`config.mk`:
```
export PLATFORM = sky130hd
export DESIGN_NAME = decode_cycle
export DESIGN_NICKNAME = d
export VERILOG_FILES = /design/src/rtl/simplerisc_pkg.sv /design/src/rtl/register_file.sv /design/src/rtl/decode_cycle.sv
export SDC_FILE = /design/constraint.sdc
export NUM_CORES = 1
export LEC_CHECK = 0
export BUFFER_PORTS_ARGS = -buffer_cell sky130_fd_sc_hd__buf_2
export CAP_MARGIN = 20
export CORE_ASPECT_RATIO = 0.8
export CORE_MARGIN = 4
export CORE_UTILIZATION = 55
export DETAILED_ROUTE_END_ITERATION = 8
export PLACE_DENSITY = 0.74
export SLEW_MARGIN = 20
export SYNTH_ARGS = -nofsm -noshare
export SYNTH_HDL_FRONTEND = slang
export SYNTH_SLANG_ARGS = --single-unit
```
`constraint.sdc`:
```
create_clock -name clk -period 5.7 [get_ports clk]
set_input_delay 0.57 -clock clk [delete_from_list [all_inputs] [get_ports clk]]
set_output_delay 0.57 -clock clk [all_outputs]
set_load 0.02 [all_outputs]
```
`src/rtl/simplerisc_pkg.sv`:
```
// Shared SimpleRISC ISA constants and the D->E pipeline register layout.
package simplerisc_pkg;

    localparam logic [4:0] OP_ADD  = 5'd0;
    localparam logic [4:0] OP_SUB  = 5'd1;
    localparam logic [4:0] OP_MUL  = 5'd2;
    localparam logic [4:0] OP_DIV  = 5'd3;
    localparam logic [4:0] OP_MOD  = 5'd4;
    localparam logic [4:0] OP_CMP  = 5'd5;
    localparam logic [4:0] OP_AND  = 5'd6;
    localparam logic [4:0] OP_OR   = 5'd7;
    localparam logic [4:0] OP_NOT  = 5'd8;
    localparam logic [4:0] OP_MOV  = 5'd9;
    localparam logic [4:0] OP_LSL  = 5'd10;
    localparam logic [4:0] OP_LSR  = 5'd11;
    localparam logic [4:0] OP_ASR  = 5'd12;
    localparam logic [4:0] OP_NOP  = 5'd13;
    localparam logic [4:0] OP_LD   = 5'd14;
    localparam logic [4:0] OP_ST   = 5'd15;
    localparam logic [4:0] OP_BEQ  = 5'd16;
    localparam logic [4:0] OP_BGT  = 5'd17;
    localparam logic [4:0] OP_B    = 5'd18;
    localparam logic [4:0] OP_CALL = 5'd19;
    localparam logic [4:0] OP_RET  = 5'd20;

    localparam logic [31:0] NOP_INSN = 32'h6800_0000;
    localparam logic [3:0]  RA_IDX   = 4'd15;

    localparam int OPCODE_LSB  = 27;
    localparam int IBIT_POS    = 26;
    localparam int RD_LSB      = 22;
    localparam int RS1_LSB     = 18;
    localparam int RS2_LSB     = 14;
    localparam int IMM_MOD_LSB = 16;

    localparam logic [1:0] IMM_MOD_SEXT = 2'b00;
    localparam logic [1:0] IMM_MOD_ZEXT = 2'b01;
    localparam logic [1:0] IMM_MOD_HIGH = 2'b10;

    typedef struct packed {
        logic [31:0] pc;
        logic [31:0] op1;
        logic [31:0] op2;
        logic [31:0] imm;
        logic [31:0] branchtarget;
        logic [3:0]  rd;
        logic [4:0]  opcode;
        logic        isimm;
        logic        isld;
        logic        isst;
        logic        isbeq;
        logic        isbgt;
        logic        isubranch;
        logic        iscall;
        logic        isret;
        logic        iswb;
    } de_reg_t;

    function automatic de_reg_t make_bubble();
        de_reg_t b;
        b        = '0;
        b.opcode = OP_NOP;
        return b;
    endfunction

    // Modifier 2'b11 is unassigned in the ISA and falls back to sign extension.
    function automatic logic [31:0] extend_imm(input logic [17:0] mod_imm);
        logic [31:0] r;
        case (mod_imm[IMM_MOD_LSB +: 2])
            IMM_MOD_ZEXT: r = {16'd0, mod_imm[15:0]};
            IMM_MOD_HIGH: r = {mod_imm[15:0], 16'd0};
            default:      r = {{16{mod_imm[15]}}, mod_imm[15:0]};
        endcase
        return r;
    endfunction

endpackage

```
`src/rtl/register_file.sv`:
```
// 16x32 register file: two asynchronous read ports, one synchronous write port.
// DECODE_RF_BYPASS_EN makes a same-cycle write visible on the read ports.
module register_file
    import simplerisc_pkg::*;
(
    input  logic        clk,
    input  logic [3:0]  raddr_a,
    output logic [31:0] rdata_a,
    input  logic [3:0]  raddr_b,
    output logic [31:0] rdata_b,
    input  logic        we,
    input  logic [3:0]  waddr,
    input  logic [31:0] wdata
);

    logic [31:0] regs_q [16];

    always_ff @(posedge clk) begin
        if (we) begin
            regs_q[waddr] <= wdata;
        end
    end

`ifdef DECODE_RF_BYPASS_EN
    assign rdata_a = (we && (waddr == raddr_a)) ? wdata : regs_q[raddr_a];
    assign rdata_b = (we && (waddr == raddr_b)) ? wdata : regs_q[raddr_b];
`else
    assign rdata_a = regs_q[raddr_a];
    assign rdata_b = regs_q[raddr_b];
`endif

endmodule

```
`src/rtl/decode_cycle.sv`:
```
// SimpleRISC decode stage: field decode, RF read, control generation and load-use stall with replay.
// Optional macro DECODE_RF_BYPASS_EN: write-through RF; otherwise writeback conflicts also stall.
module decode_cycle
    import simplerisc_pkg::*;
(
    input  logic        clk,
    input  logic        rst,
    input  logic [31:0] instruction_D,
    input  logic [31:0] pc_D,
    input  logic        isbranchtaken_E,
    input  logic        interrupt,
    input  logic        regwrite_W,
    input  logic [3:0]  rd_W,
    input  logic [31:0] result_W,
    output logic        add_stall,
    output logic [31:0] pc_E,
    output logic [31:0] op1_E,
    output logic [31:0] op2_E,
    output logic [31:0] imm_E,
    output logic [31:0] branchtarget_E,
    output logic [3:0]  rd_E,
    output logic [4:0]  opcode_E,
    output logic        isimm_E,
    output logic        isld_E,
    output logic        isst_E,
    output logic        isbeq_E,
    output logic        isbgt_E,
    output logic        isubranch_E,
    output logic        iscall_E,
    output logic        isret_E,
    output logic        iswb_E
);

    de_reg_t     de_q, de_d, dec;
    logic [31:0] hold_insn_q, hold_insn_d, hold_pc_q, hold_pc_d;
    logic        replay_v_q, replay_v_d;

    logic [31:0] insn, pc, imm, rs1_data, rs2_data;
    logic [4:0]  opcode;
    logic        i_bit, uses_rs1, uses_rs2, load_use, wb_hazard, flush, stall;
    logic [3:0]  rd_field, rs1_addr, rs2_addr;

    assign insn     = replay_v_q ? hold_insn_q : instruction_D;
    assign pc       = replay_v_q ? hold_pc_q : pc_D;
    assign opcode   = insn[OPCODE_LSB +: 5];
    assign i_bit    = insn[IBIT_POS];
    assign rd_field = insn[RD_LSB +: 4];
    assign rs1_addr = (opcode == OP_RET) ? RA_IDX : insn[RS1_LSB +: 4];
    assign rs2_addr = (opcode == OP_ST) ? rd_field : insn[RS2_LSB +: 4];
    assign imm      = extend_imm(insn[17:0]);

    register_file u_rf (
        .clk     (clk),
        .raddr_a (rs1_addr),
        .rdata_a (rs1_data),
        .raddr_b (rs2_addr),
        .rdata_b (rs2_data),
        .we      (regwrite_W),
        .waddr   (rd_W),
        .wdata   (result_W)
    );

    always_comb begin
        uses_rs1 = !(opcode inside {OP_NOP, OP_MOV, OP_NOT, OP_B, OP_BEQ, OP_BGT, OP_CALL});
        uses_rs2 = (opcode == OP_ST) || (!i_bit && (opcode <= OP_ASR));

        dec              = make_bubble();
        dec.pc           = pc;
        dec.op1          = rs1_data;
        dec.op2          = (i_bit && (opcode != OP_ST)) ? imm : rs2_data;
        dec.imm          = imm;
        dec.branchtarget = pc + {{3{insn[26]}}, insn[26:0], 2'b00};
        dec.rd           = (opcode == OP_CALL) ? RA_IDX : rd_field;
        dec.opcode       = opcode;
        dec.isimm        = i_bit;
        dec.isld         = (opcode == OP_LD);
        dec.isst         = (opcode == OP_ST);
        dec.isbeq        = (opcode == OP_BEQ);
        dec.isbgt        = (opcode == OP_BGT);
        dec.isubranch    = opcode inside {OP_B, OP_CALL, OP_RET};
        dec.iscall       = (opcode == OP_CALL);
        dec.isret        = (opcode == OP_RET);
        dec.iswb         = (opcode <= OP_ASR) || (opcode == OP_LD) || (opcode == OP_CALL);
    end

    assign load_use = de_q.isld && de_q.iswb &&
                      ((uses_rs1 && (rs1_addr == de_q.rd)) || (uses_rs2 && (rs2_addr == de_q.rd)));

`ifdef DECODE_RF_BYPASS_EN
    assign wb_hazard = 1'b0;
`else
    assign wb_hazard = regwrite_W &&
                       ((uses_rs1 && (rs1_addr == rd_W)) || (uses_rs2 && (rs2_addr == rd_W)));
`endif

    assign flush     = isbranchtaken_E || interrupt;
    assign stall     = !rst && !flush && (load_use || wb_hazard);
    assign add_stall = stall;

    // A stall re-captures the instruction being decoded, so back-to-back stalls during replay keep it held.
    always_comb begin
        de_d        = dec;
        hold_insn_d = hold_insn_q;
        hold_pc_d   = hold_pc_q;
        replay_v_d  = 1'b0;
        if (flush) begin
            de_d        = make_bubble();
            hold_insn_d = NOP_INSN;
            hold_pc_d   = '0;
        end else if (stall) begin
            de_d        = make_bubble();
            hold_insn_d = insn;
            hold_pc_d   = pc;
            replay_v_d  = 1'b1;
        end
    end

    always_ff @(posedge clk) begin
        if (rst) begin
            de_q        <= make_bubble();
            hold_insn_q <= NOP_INSN;
            hold_pc_q   <= '0;
            replay_v_q  <= 1'b0;
        end else begin
            de_q        <= de_d;
            hold_insn_q <= hold_insn_d;
            hold_pc_q   <= hold_pc_d;
            replay_v_q  <= replay_v_d;
        end
    end

    assign pc_E           = de_q.pc;
    assign op1_E          = de_q.op1;
    assign op2_E          = de_q.op2;
    assign imm_E          = de_q.imm;
    assign branchtarget_E = de_q.branchtarget;
    assign rd_E           = de_q.rd;
    assign opcode_E       = de_q.opcode;
    assign isimm_E        = de_q.isimm;
    assign isld_E         = de_q.isld;
    assign isst_E         = de_q.isst;
    assign isbeq_E        = de_q.isbeq;
    assign isbgt_E        = de_q.isbgt;
    assign isubranch_E    = de_q.isubranch;
    assign iscall_E       = de_q.iscall;
    assign isret_E        = de_q.isret;
    assign iswb_E         = de_q.iswb;

endmodule

```
==> results of run 1 <==
power breakdown:
group / switching [mW] / internal [mW] / total (mW) / leakage, nW
Sequential: 0.0558 / 5.95 / 6.01 / 6.58
Combinational: 0.830 / 0.465 / 1.30 / 6.31
Clock: 2.07 / 2.87 / 4.93 / 1.19
Total: 2.95 / 9.28 / 12.2 / 14.1
cell usage after synthesis (all sizes together) (32+ instances only):
| library cell | n | area share [%] |
|---|---|---|
| a32oi | 32 | 0.84 |
| a22oi | 82 | 1.8 |
| o221ai | 64 | 1.7 |
| clkbuf | 98 | 1.1 |
| buf | 81 | 1.3 |
| a211oi | 38 | 0.85 |
| dfxtp | 241 | 14 |
| a22o | 36 | 0.94 |
| nand2 | 55 | 0.62 |
| nor2 | 224 | 2.5 |
| and2 | 48 | 0.90 |
| edfxtp | 512 | 46 |
| inv | 34 | 0.38 |
| a31oi | 36 | 0.67 |
| o21ai | 112 | 1.7 |
| a21oi | 96 | 1.4 |
| mux4 | 112 | 7.5 |
| mux2i | 296 | 8.9 |
logic make-up (layout without fill, tap and decap cells):
kind of cell	after synthesis	in the layout	share of synthesized area, %
mux	439	439	17.5
buf+inv	213	510	2.78
compound gates	568	568	11.8
flops	753	753	60.4
fa+ha+maj	32	32	1.22
other cells	0	4	0
simple gates	403	403	5.54
xor+xnor	30	30	0.786
per-stage QoR:
| step | instance area (µm²) | std cells | utilization [%] | total power [mW] |
|---|---|---|---|---|
| after floorplan | 33400 | 2438 | - | 6.91 |
| final | 38300 | 3518 | 63.8 | 12.2 |
| after global routing | 38200 | 3515 | 63.8 | 12.6 |
| after detailed placement | 35800 | 3380 | 59.7 | 7.38 |
| after CTS | 38200 | 3514 | 63.8 | 12.3 |
| after global placement | 35800 | 3379 | 59.7 | 7.35 |
registers in the layout, summed over array words and instances (netlist names):
name / cells
op2_E: 32
iscall_E: 1
pc_E: 32
isbgt_E: 1
isimm_E: 1
isld_E: 1
isret_E: 1
rd_E: 4
imm_E: 32
isst_E: 1
op1_E: 32
hold_pc_q: 32
isbeq_E: 1
isubranch_E: 1
branchtarget_E: 30
hold_insn_q: 32
replay_v_q: 1
iswb_E: 1
opcode_E: 5
u_rf.regs_q: 512
area by class of cell:
cell class / count / area (µm²)
fill: 4409 / 21700
sequential: 753 / 20200
multi-input combinational: 1472 / 12600
clock buffer: 105 / 2110
timing repair buffer: 342 / 1930
tap: 779 / 975
clock inverter: 29 / 320
inverter: 34 / 129
antenna: 4 / 10.0
tightest hold or removal path: stages:
cell and delay, ns:
buf_2 0.09, mux2i_1 0.06, nor2_1 0.08
placed cells by master, fill, tap and decap left out, types with 38 or more instances in the layout:
master	synthesis	final
mux4_2	112	112
nand2_1	55	54
mux2i_1	294	290
clkbuf_16	0	77
buf_2	39	283
a22oi_1	82	82
a211oi_1	38	38
buf_4	18	53
o21ai_0	111	111
o221ai_1	64	64
dfxtp_1	241	240
and2_1	48	48
nor2_1	224	201
a21oi_1	96	96
edfxtp_1	512	512
path summary, 6_finish.rpt:
path / to / slack (ns) / cells after the start
max: add_stall / 0.54 / 10
min: pc_E[1] / 0.22 / 3
max reg2reg: branchtarget_E[28] / 1.01 / 11
min reg2reg: hold_pc_q[13] / 0.49 / 2
layer usage:
layer | up-vias | global-route usage (%) | wire length (µm)
met5 | - | 0 | 60
met4 | 10 | 11.6 | 3930
met3 | 282 | 10.3 | 14300
met2 | 1785 | 47.2 | 46500
met1 | 11700 | 42.5 | 39200
li1 | 10000 | - | -
==> run metrics, run 1 <==
drt initial violations 3468; initial core utilization 55.8%; clk slew on worst S/H paths 0.06 ns; period utilization 90.6%; total track usage 31.2%; Placer Congestion 0.918; FFs w/ async S/R, synth 0%; Period minus WS final 5.16 ns; Worst Setup Start Kind flip-flop; WP data required 5.13 ns; top fanout value on the critical path 65; hold path start pc_D[1]; Static Leak 14.1 nW; CTS tree built; CTS Buf Count 75; routed len/inst 29.6 µm; crit-path max cell delay 0.77 ns; clock sinks 753; most frequent cell on the critical path buf_4; clock root cell clkbuf_16; setup ws final 0.537 ns; IO Port Bufs 283; Top FF cell, synth edfxtp_1; EDFF count, synth 512; Longest Clk Path Bufs 3; WHS 0.223 ns; Fmax 0.194 GHz; Buf+Inv Stages, Crit Path 3; synthesized area 0.0334 mm²; max-slew violations 0; Hold Violations, Final 0; via count 23800; dpl hpwl 61.1 mm; largest net degree at the start of global routing 131; post-synth cell types 71; Via density 6.77; Post-CTS Resized 0; number of global-route vias before repair 23500; die area 0.0648 mm²; Setup Viol. Count Final 0; area delta synth->final 14.4%; worst vdd ir 268 µV; global-route wire length before repair 153 mm; Arr. time, crit path 4.59 ns; initial antenna violation count 8; CP endpoint kind output port; max_slew headroom 21.6%; Slew @ Worst Pin 1.17 ns; core footprint 0.0600 mm²; Tightest Hold Check Type in2reg; total negative slack 0 ns; Post-Syn Nets 2575; Setup crit start replay_v_q; Mean Syn Cell Area 13.7 µm²; outcome completed; maxcap violations 0; pre-CTS WS 1.05 ns; Total Wirelength 104 mm; cell family with most CP delay simple AND/OR/NAND/NOR gates; #FFs+latches synth 753; Power Density 320 mW/mm²; grt ovf 0; Hold Buf Count CTS 0; RSZ-0062 raised after global routing no; CTS H-tree lvls 3; fraction of layout cells with a size suffix above 1 23.8%; Setup CP Type reg2out; R2R Path Start replay_v_q; Die Y 229 µm; DRC 0; worst path cell trace or3b_2 -> a22oi_1 -> nor2_4 -> buf_4 -> xor2_1 -> nand4_1 -> nand4_4 -> buf_4 -> and2_1 -> buf_2; Worst path slowest cell a22oi_1; cells after synthesis 2438; skew final 0.0157 ns; IO Count 284; later-pin clock latency in the skew report 0.62 ns; die extent in x 284 µm; final antenna-violating net count 0; drt first pass iters 6; num rows 80; fin nets 2815; Seq/Total Area, Yosys 60.4%; number of post-CTS setup repair buffers 0; YS warnings 0
No activity file was read; power rests on OpenSTA's default activity.
==> run 2: changes to the inputs <==
--- a/config.mk
+++ b/config.mk
@@ -15,4 +15,5 @@
 export SLEW_MARGIN = 20
 export SYNTH_ARGS = -nofsm -noshare
 export SYNTH_HDL_FRONTEND = slang
+export SYNTH_HIERARCHICAL = 1
 export SYNTH_SLANG_ARGS = --single-unit
==> run metrics, run 2 <==
core footprint 0.0597 mm² (was 0.0600 mm²); fraction of layout cells with a size suffix above 1 31.7% (was 23.8%); worst path cell trace and4b_1 -> o22ai_4 -> mux2i_4 -> a22o_1 -> nor4_2 -> a41oi_4 -> buf_4 -> a21oi_1 -> buf_2 (was or3b_2 -> a22oi_1 -> nor2_4 -> buf_4 -> xor2_1 -> nand4_1 -> nand4_4 -> buf_4 -> and2_1 -> buf_2); Seq/Total Area, Yosys 60.9% (was 60.4%); Top FF cell, synth edfxtp_1 (unchanged); synth top area cells edfxtp_1 (46%), mux4_2 (17%), dfxtp_1 (15%) (was edfxtp_1 (46%), dfxtp_1 (14%), mux2i_1 (8.8%)); Post-CTS Resized 0 (unchanged); commonest non-fill, non-tap cells in the layout edfxtp_1 (512), buf_2 (283), mux4_2 (256), dfxtp_1 (240), nor3_1 (161) (was edfxtp_1 (512), mux2i_1 (290), buf_2 (283), dfxtp_1 (240), nor2_1 (201)); drt initial violations 2886 (was 3468); total track usage 29.6% (was 31.2%); WP data required 5.13 ns (about the same); Clk pwr share 41.5% (was 40.3%); CTS tree built (unchanged); cell count of the worst reg-to-reg path 9 (was 11); Flop pwr share 48.2% (was 49.1%); met1 global-route usage 40.6% (was 42.5%); skew final 0.0242 ns (was 0.0157 ns); Longest Clk Path Bufs 3 (unchanged); max_slew headroom 26.9% (was 21.6%); drt first pass iters 7 (was 6); largest net degree at the start of global routing 129 (was 131); Period minus WS final 5.04 ns (was 5.16 ns); Worst path slowest cell dfxtp_4 (was a22oi_1); switching pwr 2.96 mW (was 2.95 mW); maxcap violations 0 (unchanged); final design instance area without fill 0.0380 mm² (was 0.0383 mm²); FF-to-FF End op2_E[27] (was branchtarget_E[28]); EDFF count, synth 512 (unchanged); crit-path max cell delay 0.94 ns (was 0.77 ns); Tightest Hold Check Type in2reg (unchanged); met2 Usage GRT 47.4% (was 47.2%); CTS H-tree lvls 3 (unchanged); outcome completed (unchanged); Slew @ Worst Pin 1.09 ns (was 1.17 ns); IO Port Bufs 283 (unchanged); Total Power 12.5 mW (was 12.2 mW); #FFs+latches synth 753 (unchanged); GRT Max-Usage Layer met2 (unchanged); grt met3 use 6.05% (was 10.3%); YS warnings 6 (was 0); Hold Crit Depth 3 (unchanged); cell family with most CP delay compound AO/OA/AOI/OAI gates (was simple AND/OR/NAND/NOR gates); Buf+Inv Stages, Crit Path 2 (was 3); Die Y 228 µm (was 229 µm); Placer Congestion 0.932 (was 0.918); total negative slack 0 ns (unchanged); switch share 23.8% (was 24.1%); Worst Setup Start Kind flip-flop (unchanged); Hold Violations, Final 0 (unchanged); final antenna-violating net count 0 (unchanged); Filler cells 4216 (was 4409); Mean Syn Cell Area 15.1 µm² (was 13.7 µm²); Comb pwr share 10.3% (was 10.6%); initial antenna violation count 14 (was 8); RSZ-0062 raised after global routing no (unchanged); Largest register FFs 512 (unchanged); synthesized area 0.0331 mm² (was 0.0334 mm²); clock sinks 753 (unchanged); period utilization 88.5% (was 90.6%); commonest non-fill, non-tap cell in the layout edfxtp_1 (unchanged); Fmax 0.198 GHz (was 0.194 GHz); Post-Layout Cell Count 3286 (was 3518); FFs w/ async S/R, synth 0% (unchanged); area delta synth->final 14.7% (was 14.4%); R2R Path Start replay_v_q (unchanged); Arr. time, crit path 4.47 ns (was 4.59 ns); cells after synthesis 2195 (was 2438); Total Wirelength 95.8 mm (was 104 mm); clock root cell clkbuf_16 (unchanged); number of post-CTS setup repair buffers 0 (unchanged); Most flops, register u_rf/regs_q (was u_rf.regs_q); Cell Int Power 9.50 mW (was 9.28 mW); hold endpoint pc_E[1] (unchanged); Hold Buf Count CTS 0 (unchanged); initial core utilization 55.6% (was 55.8%); num rows 80 (unchanged); die extent in x 282 µm (was 284 µm); IO Count 284 (unchanged); clk slew on worst S/H paths 0.07 ns (was 0.06 ns); synth cell count leaders edfxtp_1 (512), mux4_2 (256), dfxtp_1 (241) (was edfxtp_1 (512), mux2i_1 (294), dfxtp_1 (241)); hold path start pc_D[1] (unchanged); top fanout value on the critical path 64 (was 65); Post-Syn Nets 2332 (was 2575); Setup CP Type reg2out (unchanged); minimum setup slack among reg-to-reg paths 1.17 ns (was 1.01 ns); die area 0.0643 mm² (was 0.0648 mm²); number of global-route vias before repair 21800 (was 23500); worst vdd ir 273 µV (was 268 µV); DRC 0 (unchanged); CTS Buf Count 74 (was 75); fin nets 2578 (was 2815); CP endpoint kind output port (unchanged); Power Density 328 mW/mm² (was 320 mW/mm²); global-route wire length before repair 140 mm (was 153 mm); Yosys top cell area share 46.4% (was 46.0%); via count 22000 (was 23800); later-pin clock latency in the skew report 0.64 ns (was 0.62 ns); WHS 0.220 ns (was 0.223 ns); most frequent cell after synthesis edfxtp_1 (unchanged); dpl hpwl 57.5 mm (was 61.1 mm); grt ovf 0 (unchanged); Setup Viol. Count Final 0 (unchanged); Placed Area 0.0354 mm² (was 0.0358 mm²); routed len/inst 29.2 µm (was 29.6 µm); Static Leak 13.5 nW (was 14.1 nW); largest area contributor in the netlist edfxtp_1 (unchanged); Via density 6.70 (was 6.77); post-synth cell types 63 (was 71); # placed instances 3144 (was 3380); max-slew violations 0 (unchanged)
## run 2: power groups by stage
stage	Sequential, mW	Combinational (mW)	Clock [mW]
final	6.01	1.29	5.17
after global routing	6.01	1.37	5.47
after CTS	6.00	1.27	5.23
after detailed placement	6.12	1.26	0
after global placement	6.11	1.24	0
after floorplan	6.15	0.783	0
## run 2: area by class of cell
type	instances	area (µm²)	share of cell area [%]
repair buffers	332	1850	4.86
diodes	5	12.5	0.0329
clock inverters	43	520	1.37
inverters	30	113	0.296
clock buffers	94	2070	5.45
well taps	779	975	2.56
multi-input cells	1250	12300	32.3
flip-flops and latches	753	20200	53.2
## run 2: per-layer routing
metal / vias up / part of all wire, %
met5: - / 0.066
met4: 10 / 3.6
met3: 237 / 11
met2: 1464 / 48
met1: 11100 / 38
li1: 9177 / -
## run 2: metrics by stage
stage / worst slack (ns) / util (%)
after floorplan: 1.34 / -
after global placement: 1.25 / 59.3
after detailed placement: 1.21 / 59.3
after CTS: 0.653 / 63.7
after global routing: 0.408 / 63.7
final: 0.656 / 63.7
## run 2: cells by family after synthesis
family / synth area share, %
buffers and inverters: 2.70
multiplexers: 19.7
AO/OA/AOI/OAI: 7.07
XOR/XNOR: 0.872
adder cells (fa/ha/maj): 1.23
flip-flops: 60.9
AND/OR/NAND/NOR: 7.48
## run 2: how the worst max path moves through the flow
| stage | from | end | slack, ns | depth (start not counted) |
|---|---|---|---|---|
| final | replay_v_q | add_stall | 0.66 | 9 |
| after global routing | replay_v_q | add_stall | 0.41 | 9 |
| after CTS | replay_v_q | add_stall | 0.65 | 9 |
| after detailed placement | replay_v_q | imm_E[8] | 1.21 | 7 |
| after global placement | replay_v_q | imm_E[8] | 1.25 | 7 |
| after floorplan | replay_v_q | branchtarget_E[18] | 1.34 | 16 |
## run 2: tightest hold or removal path: stages
cell,delay [ns]
buf_2,0.09
mux2i_1,0.06
nor2_1,0.08
